<file path="config.mk">
export PLATFORM = sky130hd
export DESIGN_NAME = serial_comparator
export DESIGN_NICKNAME = d
export VERILOG_FILES = /design/src/rtl/serial_comparator.sv
export SDC_FILE = /design/constraint.sdc
export NUM_CORES = 1
export LEC_CHECK = 0
export CAP_MARGIN = 5
export CORE_ASPECT_RATIO = 0.7
export CORE_MARGIN = 3
export CORE_UTILIZATION = 35
export CTS_CLUSTER_SIZE = 16
export DETAILED_ROUTE_END_ITERATION = 10
export GPL_TIMING_DRIVEN = 0
export PLACE_DENSITY_LB_ADDON = 0.1
export SLEW_MARGIN = 20
export SYNTH_ARGS = -nofsm -noshare
export SYNTH_HDL_FRONTEND = slang
export SYNTH_SLANG_ARGS = --single-unit
</file>
<file path="constraint.sdc">
create_clock -name clk -period 4.8 [get_ports clk]
set_input_delay 0.72 -clock clk [delete_from_list [all_inputs] [get_ports clk]]
set_output_delay 0.72 -clock clk [all_outputs]
set_load 0.05 [all_outputs]
</file>
<file path="src/rtl/serial_comparator.sv">
// Serial magnitude comparator: walks CHUNK-bit slices MSB-first,
// exiting on the first differing slice.
module serial_comparator #(
  parameter int WIDTH = 8,
  parameter int CHUNK = 2
) (
  input  logic             clk,
  input  logic             rst_n,
  input  logic             start,
  input  logic             signed_mode,
  input  logic [WIDTH-1:0] A,
  input  logic [WIDTH-1:0] B,
  output logic             busy,
  output logic             done,
  output logic             A_gt_b,
  output logic             A_eq_b,
  output logic             A_lt_b
);

  localparam int NCH = WIDTH / CHUNK;
  localparam int IW  = (NCH > 1) ? $clog2(NCH) : 1;
  localparam logic [IW-1:0] LAST = IW'(NCH - 1);

  typedef enum logic {
    IDLE,
    RUN
  } state_t;

  state_t           state;
  logic [WIDTH-1:0] a_q;
  logic [WIDTH-1:0] b_q;
  logic [IW-1:0]    idx;
  logic [WIDTH-1:0] a_in;
  logic [WIDTH-1:0] b_in;
  logic [CHUNK-1:0] sa;
  logic [CHUNK-1:0] sb;
  logic             diff;
  logic             last;

  // Flipping both MSBs maps two's-complement order onto unsigned order.
  always_comb begin
    a_in = A;
    b_in = B;
    if (signed_mode) begin
      a_in[WIDTH-1] = ~A[WIDTH-1];
      b_in[WIDTH-1] = ~B[WIDTH-1];
    end
  end

  // Select the slice pair addressed by the chunk index.
  always_comb begin
    sa = '0;
    sb = '0;
    for (int i = 0; i < NCH; i++) begin
      if (idx == IW'(i)) begin
        sa = a_q[i*CHUNK +: CHUNK];
        sb = b_q[i*CHUNK +: CHUNK];
      end
    end
    diff = (sa != sb);
    last = (idx == '0);
  end

  // Control FSM with registered status and result flags.
  always_ff @(posedge clk or negedge rst_n) begin
    if (!rst_n) begin
      state  <= IDLE;
      a_q    <= '0;
      b_q    <= '0;
      idx    <= '0;
      busy   <= 1'b0;
      done   <= 1'b0;
      A_gt_b <= 1'b0;
      A_eq_b <= 1'b0;
      A_lt_b <= 1'b0;
    end else begin
      done <= 1'b0;
      unique case (state)
        IDLE: begin
          if (start) begin
            a_q    <= a_in;
            b_q    <= b_in;
            idx    <= LAST;
            A_gt_b <= 1'b0;
            A_eq_b <= 1'b0;
            A_lt_b <= 1'b0;
            busy   <= 1'b1;
            state  <= RUN;
          end
        end
        RUN: begin
          if (diff) begin
            A_gt_b <= (sa > sb);
            A_lt_b <= (sa < sb);
            done   <= 1'b1;
            busy   <= 1'b0;
            state  <= IDLE;
          end else if (last) begin
            A_eq_b <= 1'b1;
            done   <= 1'b1;
            busy   <= 1'b0;
            state  <= IDLE;
          end else begin
            idx <= idx - IW'(1);
          end
        end
        default: state <= IDLE;
      endcase
    end
  end

endmodule

</file>
==> metrics.md, run 1 <==
| Metric | Value |
|---|---|
| Run status | complete, no violations |
| Fmax | 0.420 GHz |
| Via/cell ratio | between 4 and 5 |
| Ports | 25 |
| Clock slew seen by the registers of the worst setup and hold paths | about 0.080 ns |
| Wire per inst | 13.3 um |
| First-pass GRT wire length | 4.10 mm |
| Synth cell count leaders | dfrtp_1, mux2_4, a21oi_1 |
| Mux contribution to synthesized area | around 17% |
| Seq pwr share | 34.9% |
| Post-Synth Simple-Gate Area | 9.91% |
| Internal | 0.645 mW |
| Post-Route Skew | 0.00512 ns |
| # nets final | 148 |
| Std-Cell Rows | 17 |
| Post-CTS Setup Inserts | 0 |
| Pleak | approximately 0.68 nW |
| Post-Syn Area | 1200 um^2 |
| WP data required | 4.96 ns |
| Final total power | 1.03 mW |
| Worst path buffer plus inverter count | 1 |
| Met2 Usage GRT | a little over a fifth |
| GP Congestion | around 0.67 |
| Synth warn | 0 |
| Vias in the first global route | 886 |
| Syn Inst Count | 93 |
| DR DRC count | 0 |
| Async SR Flop Fraction | 100% |
| Min cycle time layout | around 2.4 ns |
| Routed Antenna Nets | 0 |
| Crit path max-delay cell type | dfrtp_1 |
| Clock Latency Late Sink | 0.27 ns |
| Final Cycle Share | 49.6% |
| Number of port buffers | 24 |
| DIE AREA | 4180 um^2 |
| Setup CP Type | reg -> reg |
| Worst path top cell family by delay | simple AND/OR/NAND/NOR gates |
| GR peak layer | met2 |
| Met1 usage | 15.5% |
| XOR/XNOR share of the synthesized area | 1.46% |
| Die Y | 55.0 um |
| Combinational power share | 52.1% |
| R2r worst-path depth | 9 |
| R2R Setup Slk | 2.42 ns |
| Core area | 3210 um^2 |
| Area growth syn-to-layout | 29.1% |
| Max-cap violations | 0 |
| Crit path cell chain | inv_1 -> ha_1 -> nor2b_1 -> a22oi_1 -> a21o_1 -> ha_1 -> and4b_4 -> or2_4 -> a2bb2oi_2 |
| Count of final max-slew check failures | 0 |
| CTS H-Tree Depth | 1 |
| Clk pwr share | a little over an eighth |
| Arr. time, crit path | 2.54 ns |
| CTS root buffer | clkbuf_8 |
| Total GRT Usage | 12.7% |
| Cts repair resizes | 0 |
| CP startpoint kind | flip-flop |
| Most used DFF post-synth | dfrtp_1 |
| Tightest Pin Transition | 0.525 ns |
| CTS Buf Count | 3 |
| CTS Sinks | 24 |
| Starting DRT DRC Count | 78 |
| Pwr dens | approximately 670 nW/um^2 |
| Hpwl dp | 1.73 mm |
| Largest family of logic cells by synthesized area | multiplexers |
| Post-route cell area | 1550 um^2 |
| Avg Synthesized Cell Area | 12.9 um^2 |
| Initial antenna violation count | 0 |
| Final Hold Fails | 0 |
| Ranking of synthesized cells by area | dfrtp_1, mux2_4, ha_1 |
| Inserted Diodes | 0 |
| CTS Buffer Depth | 2 |
| Routed vias | 785 |
| Critical path peak fanout | 5 |
| Yosys top cell by area | dfrtp_1 |
| M3 GR Usage | 5.66% |
| Most numerous cell in the Yosys netlist | dfrtp_1 |
| P_sw | 0.388 mW |
| Crit. End Element | flip-flop |
| Hold buffers post-CTS | 0 |
| Share of the synthesized area in the top cell type | between 50% and 60% |
| Reg2reg start | idx[0] |
| # setup viols final | 0 |
| Yosys reg bits | 24 |
| CP most frequent cell | ha_1 |
| Post-synthesis adder-cell area fraction | 6.26% |
| Sw frac | 37.6% |
| WHS | approximately 0.42 ns |
| Share of cells above drive strength 1 | between 20 and 25% |
| Hold/Removal Path Class | in -> async |
| DP Area | between 1000 and 1500 um^2 |
| 1st-pass router iterations | 4 |
| CTS tree | built |
| Synth Area in Compound Gates | 12.3% |
| Max IR drop VDD | 269 uV |
| Final TNS setup | 0 ns |
| Post-Route WL | 2.23 mm |
| R2r endpoint | idx[1] |
| Share of the yosys chip area belonging to registers | 50.1% |
| Slew margin rel. | 65.0% |
| Overflow after GRT | 0 |
| Starting density of the core | 37.4% |
| Mapped Nets | ~120 |
| Worst path max stage delay | about 0.43 ns |
| Number of synthesized flops with an enable pin | 0 |
| Cell variety after synth | 26 |
| Largest net degree at the start of global routing | 25 |
| DIE WIDTH | 76.0 um |
| Unrepaired setup endpoints after global routing | no |
cells in the final DEF (no fill, tap or decap), drive strengths merged, types with 4 or more instances in the layout:
| cell | n |
|---|---|
| ha | 6 |
| nand2b | 4 |
| dfrtp | 24 |
| clkbuf | 4 |
| clkdlybuf4s50 | 23 |
| a21oi | 7 |
| mux2 | 14 |
| nor2 | 6 |
layer usage:
layer,wire length (um),up-vias
li1,-,390
met1,1040,370
met2,983,21
met3,179,4
met4,27,0
met5,0,-
power groups by stage:
stage / logic (mW) / registers, mW / clock network (mW)
floorplan: 0.374 / 0.400 / 0
global placement: 0.536 / 0.363 / 0
detailed placement: 0.542 / 0.366 / 0
CTS: 0.545 / 0.362 / 0.141
global route: 0.602 / 0.375 / 0.147
finish: 0.538 / 0.361 / 0.134
how the worst max path moves through the flow:
stage               startpoint  depth (start not counted)  slack [ns]     end
CTS                     idx[0]                          9        2.41  idx[1]
global route            idx[0]                          9        2.27  idx[1]
finish                  idx[0]                          9        2.42  idx[1]
detailed placement      idx[0]                          9        2.42  idx[1]
floorplan               idx[0]                          9        2.68  idx[1]
global placement        idx[0]                          9        2.44  idx[1]
worst reg2reg max path, stage by stage, from the launching register on:
cell       delay (ns)
dfrtp_1          0.43
inv_1            0.10
ha_1             0.25
nor2b_1          0.27
a22oi_1          0.11
a21o_1           0.19
ha_1             0.33
and4b_4          0.23
or2_4            0.23
a2bb2oi_2        0.13
state kept, by name, indices dropped and copies added, names as in the netlist:
name / flops
A_gt_b: 1
a_q: 8
b_q: 8
A_lt_b: 1
busy: 1
idx: 2
A_eq_b: 1
state: 1
done: 1
layout make-up:
type	instances	area [um^2]
fillers	309	1660
flip-flops and latches	24	601
repair buffers	24	235
clock buffers	4	55.1
well taps	47	58.8
multi-input cells	64	566
plain buffers	2	22.5
inverters	3	11.3
cell families (layout without fill, tap and decap cells):
group	after synthesis	in the layout
adders and majority gates	6	6
xor gates and xnor gates	2	2
AOI/OAI and AO/OA	22	22
buffers and inverters	5	33
DFF	24	24
muxes	14	14
and+or+nand+nor	20	20
metrics by stage:
stage	instances	utilization (%)	worst slack (ns)
2_1_floorplan	93	-	2.68
3_5_place_dp	164	46.7	2.42
4_1_cts	168	48.4	2.41
3_3_place_gp	164	46.7	2.44
5_1_grt	168	48.2	2.27
6_report	168	48.2	2.42
No activity file was read; power rests on OpenSTA's default activity.
==> inputs of run 2 (changes only) <==
Clock period 4.8 ns to 2.2 ns, I/O delays scaled along.
==> metrics.md, run 2 (synthesis results as in run 1) <==
| Metric | Value |
|---|---|
| Placed cells | 164 |
| First-pass GRT wire length | 4.16 mm |
| WP data required | 2.36 ns |
| DR DRC count | 0 |
| Inserted Diodes | 0 |
| GR peak layer | met2 |
| Hold/Removal Path Class | in -> async |
| Worst path max stage delay | between 0.4 and 0.5 ns |
| # nets final | ~150 |
| M3 GR Usage | around 6.0% |
| CTS H-Tree Depth | 1 |
| GP Congestion | 0.674 |
| Vias in the first global route | 905 |
| Routed vias | 816 |
| CTS root buffer | clkbuf_8 |
| Max-cap violations | 0 |
| Crit path max-delay cell type | dfrtp_2 |
| Crit path cell chain | inv_2 -> ha_2 -> nor2_4 -> o211ai_1 -> o211ai_1 -> ha_1 -> and4b_4 -> or2_4 -> a2bb2oi_2 |
| Total GRT Usage | between 10% and 20% |
| Area growth syn-to-layout | 37.7% |
| Fmax | 0.470 GHz |
| Count of final max-slew check failures | 0 |
| Wire per inst | 14.1 um |
| Clock Latency Late Sink | 0.27 ns |
| CTS Buf Count | 3 |
| Final total power | roughly 2.5 mW |
| # setup viols final | 0 |
| Met1 usage | 15.2% |
| Final Non-Filler Cells | 171 |
| Overflow after GRT | 0 |
| Clock slew seen by the registers of the worst setup and hold paths | 0.08 ns |
| Number of port buffers | 24 |
| Max IR drop VDD | between 600 and 700 uV |
| R2R Setup Slk | 0.07 ns |
| Commonest non-fill, non-tap cells in the layout | dfrtp_1, clkdlybuf4s50_1, mux2_4 |
| Std-Cell Rows | 17 |
| Met2 Usage GRT | 21.6% |
| Setup CP Type | reg -> reg |
| Hpwl dp | 1.73 mm |
| Share of cells above drive strength 1 | 34.7% |
| Run status | complete, no violations |
| Via/cell ratio | 4.77 |
| Pleak | 0.698 nW |
| Pwr dens | 1520 nW/um^2 |
| Starting density of the core | 37.4% |
| Die Y | 55.0 um |
| Arr. time, crit path | 2.29 ns |
| Min cycle time layout | between 2 and 2.5 ns |
| Routed Antenna Nets | 0 |
| Tightest Pin Transition | 0.527 ns |
| # fillers | around 300 |
| Ports | 25 |
| DIE AREA | roughly 4200 um^2 |
| Starting DRT DRC Count | 86 |
| Crit. End Element | flip-flop |
| CTS Buffer Depth | 2 |
| CP most frequent cell | o211ai_1 |
| CP startpoint kind | flip-flop |
| Core area | between 3000 and 4000 um^2 |
| CTS Sinks | 24 |
| Critical path peak fanout | 5 |
| Initial antenna violation count | 0 |
| Biggest regs | a_q (8), b_q (8), idx (2) |
| CTS tree | built |
| Final Hold Fails | 0 |
| Post-Route WL | 2.41 mm |
| Final Cycle Share | 96.8% |
| Largest net degree at the start of global routing | 25 |
| Slew margin rel. | 64.9% |
| Post-Route Skew | 0.00628 ns |
| 1st-pass router iterations | 4 |
| DIE WIDTH | ~76 um |
run 2: layout make-up:
class	count	area (um^2)	area share [%]
timing repair buffer	27	258	15.6
multi-input combinational	64	646	39.1
sequential	24	602	36.4
clock buffer	4	55.1	3.33
tap	47	58.8	3.56
buffer	2	22.5	1.36
inverter	3	11.3	0.681
run 2: per-stage QoR:
step	setup TNS, ns	area [um^2]	utilization, %	worst slack, ns	hold slack [ns]
3_5_place_dp	-0.257	1500	46.7	-0.182	0.475
3_3_place_gp	-0.198	1500	46.7	-0.158	0.464
2_1_floorplan	0	1200	-	0.0779	0.0344
4_1_cts	0	1590	49.6	0.00127	0.495
5_1_grt	-0.0145	1650	51.5	-0.0145	0.0639
6_report	0	1650	51.5	0.0715	0.0288
run 2: repair_timing:
item / CTS / global route
pin swaps: 0 / 7
resized for setup: 8 / 11
hold buffers: 0 / 0
buffers inserted: 1 / 2
endpoints found under the setup margin: 3 / 1
run 2: final timing paths:
check / startpoint / endpoint / cells past startpoint
min: rst_n / a_q[1] / 1
min reg2reg: A_lt_b / A_lt_b / 1
max reg2reg: idx[0] / idx[1] / 9
min in group clk: A_lt_b / A_lt_b / 1
max in group asynchronous: rst_n / idx[0] / 1
max: idx[0] / idx[1] / 9
run 2: critical path: cells and delay by family, from the launching register on:
family | cells | cell delay [ns]
adders and majority gates | 2 | 0.60
DFF | 1 | 0.45
AOI/OAI and AO/OA | 3 | 0.36
and+or+nand+nor | 3 | 0.52
buffers and inverters | 1 | 0.09
run 2: power by group:
group          switching [mW]  internal, mW  total, mW
Clock                   0.135         0.160      0.295
Combinational           0.655         0.756       1.41
Sequential              0.156         0.647      0.804
Total                   0.947          1.56       2.51
run 2: per-layer routing:
layer | vias up | part of all wire (%)
met5 | - | 0
met2 | 18 | 46
met3 | 5 | 7.5
met1 | 396 | 45
li1 | 397 | -
met4 | 0 | 1.5
